### config.mk
export PLATFORM = sky130hd
export DESIGN_NAME = rst_stage_seq
export DESIGN_NICKNAME = d
export VERILOG_FILES = /design/src/rtl/rst_stage_seq.sv
export SDC_FILE = /design/constraint.sdc
export NUM_CORES = 1
export LEC_CHECK = 0
export CORE_MARGIN = 10
export CORE_UTILIZATION = 40
export DETAILED_ROUTE_END_ITERATION = 6
export PLACE_DENSITY = 0.66
export SYNTH_ARGS = -nofsm -noshare
export SYNTH_HDL_FRONTEND = slang
export SYNTH_SLANG_ARGS = --single-unit
### constraint.sdc
create_clock -name clk -period 3.4 [get_ports clk]
set_clock_uncertainty 0.2 [all_clocks]
set_input_delay 0.68 -clock clk [delete_from_list [all_inputs] [get_ports clk]]
set_output_delay 0.68 -clock clk [all_outputs]
set_load 0.005 [all_outputs]
### src/rtl/rst_stage_seq.sv
// rst_stage_seq: power-up reset sequencer.
// Releases per-subsystem resets one stage at a time. Each stage's reset is
// held for STAGE_DLY cycles, then released. The sequencer then waits up to
// READY_TIMEOUT cycles for that stage's ready before moving on. Timeouts
// restart the whole sequence up to MAX_RETRY times, then latch a fault.
// Optional build macro: RST_STAGE_SEQ_READY_SYNC_EN adds a 2-flop
// synchronizer on every stage_ready bit.
module rst_stage_seq #(
  parameter int N_STAGES      = 4,
  parameter int STAGE_DLY     = 1000,
  parameter int READY_TIMEOUT = 50000,
  parameter int MAX_RETRY     = 3
) (
  input  logic                clk,
  input  logic                rst_sys,
  input  logic                soft_rst_req,
  input  logic [N_STAGES-1:0] stage_ready,
  output logic [N_STAGES-1:0] stage_rst,
  output logic                init_done,
  output logic                init_fault,
  output logic [2:0]          fault_stage,
  output logic [3:0]          retry_cnt
);

  localparam int T_MAX = (STAGE_DLY > READY_TIMEOUT) ? STAGE_DLY : READY_TIMEOUT;
  localparam int TW    = (T_MAX > 1) ? $clog2(T_MAX) : 1;
  localparam int IW    = (N_STAGES > 1) ? $clog2(N_STAGES) : 1;

  localparam logic [TW-1:0] HOLD_LAST = TW'(STAGE_DLY - 1);
  localparam logic [TW-1:0] WAIT_LAST = TW'(READY_TIMEOUT - 1);
  localparam logic [IW-1:0] IDX_LAST  = IW'(N_STAGES - 1);
  localparam logic [3:0]    RETRY_MAX = 4'(MAX_RETRY);

  typedef enum logic [1:0] {
    HOLD  = 2'd0,
    WAIT  = 2'd1,
    DONE  = 2'd2,
    FAULT = 2'd3
  } state_t;

  state_t              state_reg, state_next;
  logic [IW-1:0]       idx_reg, idx_next;
  logic [TW-1:0]       timer_reg, timer_next;
  logic [N_STAGES-1:0] stage_rst_reg, stage_rst_next;
  logic                done_reg, done_next;
  logic                fault_reg, fault_next;
  logic [2:0]          fault_stage_reg, fault_stage_next;
  logic [3:0]          retry_reg, retry_next;
  logic [N_STAGES-1:0] ready_use;

`ifdef RST_STAGE_SEQ_READY_SYNC_EN
  logic [N_STAGES-1:0] ready_meta_reg;
  logic [N_STAGES-1:0] ready_sync_reg;

  // Two-flop synchronizer; cleared by either reset source so a restart
  // never acts on stale ready levels.
  always_ff @(posedge clk) begin
    if (rst_sys || soft_rst_req) begin
      ready_meta_reg <= '0;
      ready_sync_reg <= '0;
    end else begin
      ready_meta_reg <= stage_ready;
      ready_sync_reg <= ready_meta_reg;
    end
  end

  assign ready_use = ready_sync_reg;
`else
  assign ready_use = stage_ready;
`endif

  // State and output registers; rst_sys outranks everything else.
  always_ff @(posedge clk) begin
    if (rst_sys) begin
      state_reg       <= HOLD;
      idx_reg         <= '0;
      timer_reg       <= '0;
      stage_rst_reg   <= '1;
      done_reg        <= 1'b0;
      fault_reg       <= 1'b0;
      fault_stage_reg <= '0;
      retry_reg       <= '0;
    end else begin
      state_reg       <= state_next;
      idx_reg         <= idx_next;
      timer_reg       <= timer_next;
      stage_rst_reg   <= stage_rst_next;
      done_reg        <= done_next;
      fault_reg       <= fault_next;
      fault_stage_reg <= fault_stage_next;
      retry_reg       <= retry_next;
    end
  end

  // Next-state logic: soft restart first, then the sequencing FSM.
  always_comb begin
    state_next       = state_reg;
    idx_next         = idx_reg;
    timer_next       = timer_reg;
    stage_rst_next   = stage_rst_reg;
    done_next        = done_reg;
    fault_next       = fault_reg;
    fault_stage_next = fault_stage_reg;
    retry_next       = retry_reg;

    if (soft_rst_req) begin
      // fault_stage is left as-is so the last failing stage stays readable.
      state_next     = HOLD;
      idx_next       = '0;
      timer_next     = '0;
      stage_rst_next = '1;
      done_next      = 1'b0;
      fault_next     = 1'b0;
      retry_next     = '0;
    end else begin
      case (state_reg)
        HOLD: begin
          if (timer_reg == HOLD_LAST) begin
            stage_rst_next[idx_reg] = 1'b0;
            timer_next              = '0;
            state_next              = WAIT;
          end else begin
            timer_next = timer_reg + 1'b1;
          end
        end
        WAIT: begin
          // Ready is checked before the timeout so a same-cycle collision advances.
          if (ready_use[idx_reg]) begin
            timer_next = '0;
            if (idx_reg == IDX_LAST) begin
              state_next = DONE;
              done_next  = 1'b1;
            end else begin
              idx_next   = idx_reg + 1'b1;
              state_next = HOLD;
            end
          end else if (timer_reg == WAIT_LAST) begin
            timer_next     = '0;
            stage_rst_next = '1;
            idx_next       = '0;
            if (retry_reg < RETRY_MAX) begin
              retry_next = retry_reg + 1'b1;
              state_next = HOLD;
            end else begin
              state_next       = FAULT;
              fault_next       = 1'b1;
              fault_stage_next = 3'(idx_reg);
            end
          end else begin
            timer_next = timer_reg + 1'b1;
          end
        end
        DONE: begin
          done_next      = 1'b1;
          stage_rst_next = '0;
          // Losing any ready after init restarts the sequence with fresh retries.
          if (!(&ready_use)) begin
            done_next      = 1'b0;
            stage_rst_next = '1;
            retry_next     = '0;
            idx_next       = '0;
            timer_next     = '0;
            state_next     = HOLD;
          end
        end
        FAULT: begin
          fault_next     = 1'b1;
          stage_rst_next = '1;
        end
        default: begin
          state_next = HOLD;
        end
      endcase
    end
  end

  assign stage_rst   = stage_rst_reg;
  assign init_done   = done_reg;
  assign init_fault  = fault_reg;
  assign fault_stage = fault_stage_reg;
  assign retry_cnt   = retry_reg;

endmodule

# Word-level counts from Yosys, hierarchy flattened
# Cells that the tools add are included.
word_totals:
  regBits: 32
  latch_bits: 0
  ram_bits: 0
  rom_bits: 0
  inputBits: 7
  output_inout_bits: 13
  elab_cells: 88
  mem_count: 0
op_classes:
  addsub: 3
  mul: 0
  div_mod_pow: 0
  order_cmp: 3
  n_eq_ne: 16
  shifts: 0
  muxes: 38
  n_bitwise: 5
  reduce_logical: 15
ops:
  columns: ["cell", "n"]
  rows:
  - ["2-to-1 mux 16 bit", 4]
  - ["one-hot mux 16 bit (3 select lines)", 1]
  - ["2-to-1 mux 4 bit", 8]
  - ["2-to-1 mux 2 bit", 9]
  - ["adder 16 x 1 -> 16 bit (second input constant)", 1]
  - ["equality test 16 x 10 -> 1 bit (second input constant)", 1]
  - ["equality test 16 bit (second input constant)", 1]
  - ["inequality test 2 bit (second input constant)", 8]
  - ["one-hot mux 4 bit (4 select lines)", 1]
  - ["AND reduction 4 bit", 4]
  - ["AND reduction 5 bit", 2]
  - ["2-to-1 mux 1 bit", 8]
  - ["one-hot mux 4 bit (2 select lines)", 1]
  - ["equality test 2 bit (second input constant)", 3]
  - ["inequality test 3 bit (second input constant)", 2]
  - ["one-hot mux 2 bit (3 select lines)", 1]
  - ["AND reduction 3 bit", 2]
  - ["adder 4 x 1 -> 4 bit (second input constant)", 1]
  - ["bitwise AND 4 bit", 1]
  - ["less-than comparator 4 x 2 -> 1 bit (second input constant)", 1]
  - ["NOT 4 bit", 1]
  - ["one-hot mux 1 bit (2 select lines)", 2]
  - ["one-hot mux 2 bit (2 select lines)", 1]
  - ["nonzero test 2 bit", 2]
  - ["other kinds (12)", 14]

# Depth between registers and ports, before layout
logic_depth:
  depth_word: 8
  mapped_depth: 8
  ltp_nobuf: 7

# Worst setup path after synthesis
# OpenSTA, ideal clock, no wires.
synth_path:
  kind: "input -> register"
  startpoint: "input port stage_ready[3]"
  endpoint: "register retry_reg[0], in the netlist retry_cnt[0]"
  setup_time_ns: 0.070
  arrival_ns: 2.051
  t_required_ns: 3.130
  path_slack_ns: 1.078
  stages: 4
  path_buffers: 0
  cell_sequence: "mux4_2 -> o21a_4 -> or4_1 -> a21oi_1"
synth_between:
  elab_chain_len: 4
  elab_cells_between_ends: 6
  classes_between: "2 x eq/ne; 2 x mux; 2 x reduce/logical"
synth_rtl:
  columns: ["item", "line_no", "source"]
  rows:
  - ["start: declaration", "17", "input logic [N_STAGES-1:0] stage_ready,"]
  - ["binary-select mux 1 bit (select 2 bit)", "128", "if (ready_use[idx_reg]) begin"]
  - ["2-to-1 mux 1 bit (implied by the code)", "128", null]
  - ["inequality test 2 bit (no source line)", null, null]
  - ["AND reduction 5 bit (no source line) (*)", null, null]
  - ["end signal: assignment", "91", "retry_reg <= retry_next;"]
  - ["end: declaration", "48", "logic [3:0] retry_reg, retry_next;"]
# Every way passes the cells marked *; elsewhere a longest branch is shown, timed or not. The select of a mux whose other input is x is not followed.
# A chain may end at the register's enable or synchronous reset.

# Final worst setup path
layout_path:
  startpoint: "input port stage_ready[3]"
  endpoint: "register timer_reg[9]"
layout_between:
  elab_chain_len: 4
  elab_cells_between_ends: 7
  classes_between: "1 x eq/ne; 4 x mux; 2 x reduce/logical"
layout_rtl:
  columns: ["item", "line_no", "source"]
  rows:
  - ["binary-select mux 1 bit (select 2 bit)", "128", null]
  - ["2-to-1 mux 1 bit (implied by the code)", "128", null]
  - ["2-to-1 mux 16 bit", "128", null]
  - ["one-hot mux 16 bit (3 select lines)", "116", "case (state_reg)"]
  - ["end signal: assignment", "86", "timer_reg <= timer_next;"]
  - ["end: declaration", "43", "logic [TW-1:0] timer_reg, timer_next;"]
# Several ways; a longest one is shown, not always the timed one. The select of a mux whose other input is x is not followed.

==> flow_summary.yaml <==
run_status:
  run_status: "finished clean"
finish:
  postLayoutCellArea_um2: 2152
  post_route_cells_drive_above_1_share_pct: 7.391
  final_core_utilization_pct: 49.09
  post_synthesis_to_final_layout_area_growth_pct: 17.89
  filler_cell_count: 419
  antennaDiodeCount: 0
  layout.nets: 247
  number_of_flip_flops_in_the_largest_register: 16
critical_path:
  worst-r2r-setup-slack_ns: 0.94
  list_of_cells_traversed_by_the_critical_path: "clkdlybuf4s50_1, and4_1, nand2_1, a41oi_1, nand2_1, o22ai_1"
  worstSetupStartpointType: "input port"
  crit_cells: 6
  endpoint: "timer_reg[9]"
  r2r_end: "timer_reg[9]"
  r2r.worst_path.cells: 6
  worst_path_dominant_cell_family: "simple AND/OR/NAND/NOR gates"
  cpMostUsedCell: "sky130_fd_sc_hd__nand2_1"
  setup_crit_end_kind: "register"
  timing.critical_path.slowest_cell_delay_ns: 0.48
  worst_r2r_startpoint: "state_reg[0]"
  crit_fanout: 13
  worst-setup-path-type: "input port to register"
  critPathRequiredTime_ns: 3.42
  cp-startpoint: "stage_ready[3]"
  critical_path_buffer_and_inverter_count: 1
  critical_path_arrival_ns: 2.71
  crit_slowest_cell: "sky130_fd_sc_hd__clkdlybuf4s50_1"
clock_tree:
  tritoncts: "yes"
  clk_pin_slew_ns: 0.08
  clock_latency_ns: 0.29
  clock_buffers_created_by_tritoncts: 5
  cts_setup_buffers: 0
  cts_sinks: 32
  postCtsResizedCells: 0
  clock-root-buffer: "sky130_fd_sc_hd__clkbuf_8"
  cts-hold-fix-buffers: 0
  htree_num_levels: 2
  cts_buffer_depth: 2
sta:
  timing.final.max_slew_violations: 0
  worst_slew_pin_slew_ns: 0.6533
  timing.slew.headroom_pct: 56.05
  finalWorstPathRequiredPeriod_ns: 2.691
  finalSetupViolations: 0
  final_number_of_hold_violating_endpoints: 0
  post_route_setup_tns_ns: 0
  layout_worst_path_cycle_share_pct: 79.13
  max_freq_mhz: 371.7
  grt_setup_unrepaired: "no"
job:
  max_capacitance_violation_count: 0
logic_synthesis:
  yosys_warnings: 0
  yosysSeqAreaShare_pct: 35.09
  number_of_enable_type_register_cells_in_the_synthesized_netlist: 0
  syn_area_per_cell_um2: 8.693
  postSynthCellCount: 210
  synth.net_count: 228
  post_synth_instance_area_um2: 1826
  synth_cell_type_count: 47
  seq_cells_post_synth: 32
  ys_dominant_reg_cell: "sky130_fd_sc_hd__dfxtp_1"
  ys_async_rst_share_pct: 0
power:
  power.leakage_nw: 0.7308
  vdd.ir_drop.worst_mv: 0.1929
  power_density_nw_per_um2: 357.9
  report.power.total_mw: 0.7702
grt:
  gr-total-overflow: 0
  grt_antenna_before_repair: 0
  grt_usage_pct: 11.20
  grt_start_max_net_pins: 16
  vias_in_the_first_global_route: 1496
  global_route_wire_length_before_repair_mm: 7.017
floorplanning:
  coreArea_um2: 4384
  die_w_um: 87.56
  floorplan.die.height_um: 87.56
  io_pins: 20
  fp.dieArea_um2: 7666
  std_cell_rows: 24
  initial_cell_density_of_the_core_pct: 41.64
route:
  route.met3.wl_um: 187
  drt_first_iter_violations: 72
  drt-met1-wl_mm: 2.048
  highest_layer: "met4"
  routed-wl-met2_mm: 1.831
  detailedRoute.firstPassIterationCount: 4
  vias: 1546
  wl_per_cell_um: 14.62
  drc_violations_left: 0
  total_wirelength_of_the_detailed_routed_design_mm: 4.122
  routed_via_density: 5.482
  antenna_left: 0
min_path:
  min-delay-path-class: "register to register"
  worstHoldPathCells: 2
place:
  detailed_place_hpwl_mm: 3.087
  place_congestion: 0.8029
  post_dp_cell_area_um2: 2041
  total_of_buffers_placed_on_input_and_output_ports: 18
-- cells in the final DEF (no fill, tap or decap), drive strengths merged, types with 2 or more instances in the layout --
cell           Yosys  final
dfxtp             32     32
nand2             22     22
nor2              20     20
clkdlybuf4s50      0     18
ha                11     11
mux2i             10     10
nand3              9      9
inv                8      8
a21oi              8      8
o21ai              6      6
xor2               6      6
nand4              5      5
o31ai              5      5
clkbuf             4      5
nor2b              4      4
and2               4      4
o22ai              4      4
and4               3      3
nand2b             3      3
or2                3      3
nor4               3      3
nor3               3      3
a211oi             3      3
xnor2              3      3
nor4bb             2      2
and3               2      2
nand4b             2      2
or4                2      2
o2111ai            2      2
a41oi              2      2
a2111oi            2      2
-- power by group --
part / switching, mW / internal [mW]
Clock: 0.148 / 0.217
Combinational: 0.0156 / 0.0124
Sequential: 0.00115 / 0.376
-- cell type report --
type                            count  area [um2]  share of cell area, %
Clock inverter                      3       42.54                  1.977
Multi-Input combinational cell    163        1117                  51.92
Clock buffer                        5       68.82                  3.198
Inverter                            8       30.03                  1.395
Tap cell                           52       65.06                  3.023
Sequential cell                    32       640.6                  29.77
Timing Repair Buffer               19       187.7                  8.721
-- tightest hold or removal path: cells and delay by family (launching register included) --
family / cells / cell delay [ns]
AND/OR/NAND/NOR: 1 / 0.05
flip-flops: 1 / 0.31
AO/OA/AOI/OAI: 1 / 0.06
-- metal layers --
metal  global-route usage (%)  vias up
li1                         -      796
met2                    17.39       26
met5                        0        -
met3                    3.157        5
met4                    3.478        0
met1                    14.63      719
-- metrics by stage --
| stage | std cells | hold WS [ns] | setup slack, ns |
|---|---|---|---|
| final | 282 | 0.2558 | 0.7094 |
| after global routing | 282 | 0.2938 | 0.5309 |
| after CTS | 282 | 0.2590 | 0.7066 |
| after detailed placement | 274 | 0.2498 | 0.4172 |
| after global placement | 274 | 0.2453 | 0.4843 |
| after floorplan | 210 | 0.2507 | 1.078 |
-- cells by family after synthesis --
| family | share of synthesized area [%] |
|---|---|
| flip-flops | 35.09 |
| buffers and inverters | 3.701 |
| multiplexers | 7.334 |
| AND/OR/NAND/NOR | 25.70 |
| other | 0.2054 |
| AO/OA/AOI/OAI | 16.11 |
| adder cells (fa/ha/maj) | 7.539 |
| XOR/XNOR | 4.318 |
-- Yosys cell counts (5+ instances only) --
master,number,area [um2]
sky130_fd_sc_hd__dfxtp_1,32,640.6
sky130_fd_sc_hd__nand2_1,22,82.58
sky130_fd_sc_hd__nor2_1,20,75.07
sky130_fd_sc_hd__ha_1,11,137.6
sky130_fd_sc_hd__mux2i_1,10,100.1
sky130_fd_sc_hd__nand3_1,9,45.04
sky130_fd_sc_hd__a21oi_1,8,40.04
sky130_fd_sc_hd__inv_1,8,30.03
sky130_fd_sc_hd__o21ai_0,6,30.03
sky130_fd_sc_hd__xor2_1,6,52.55
sky130_fd_sc_hd__nand4_1,5,31.28
sky130_fd_sc_hd__o31ai_1,5,37.54
-- worst min-delay path by stage --
stage	start	end	slack, ns
after floorplan	stage_rst[0]	stage_rst[0]	0.25
after global placement	stage_rst[0]	stage_rst[0]	0.25
after detailed placement	stage_rst[0]	stage_rst[0]	0.25
after CTS	stage_rst[0]	stage_rst[0]	0.26
after global routing	stage_rst[3]	stage_rst[3]	0.29
final	stage_rst[0]	stage_rst[0]	0.26
Note: power is estimated with default switching activity, not from simulation.
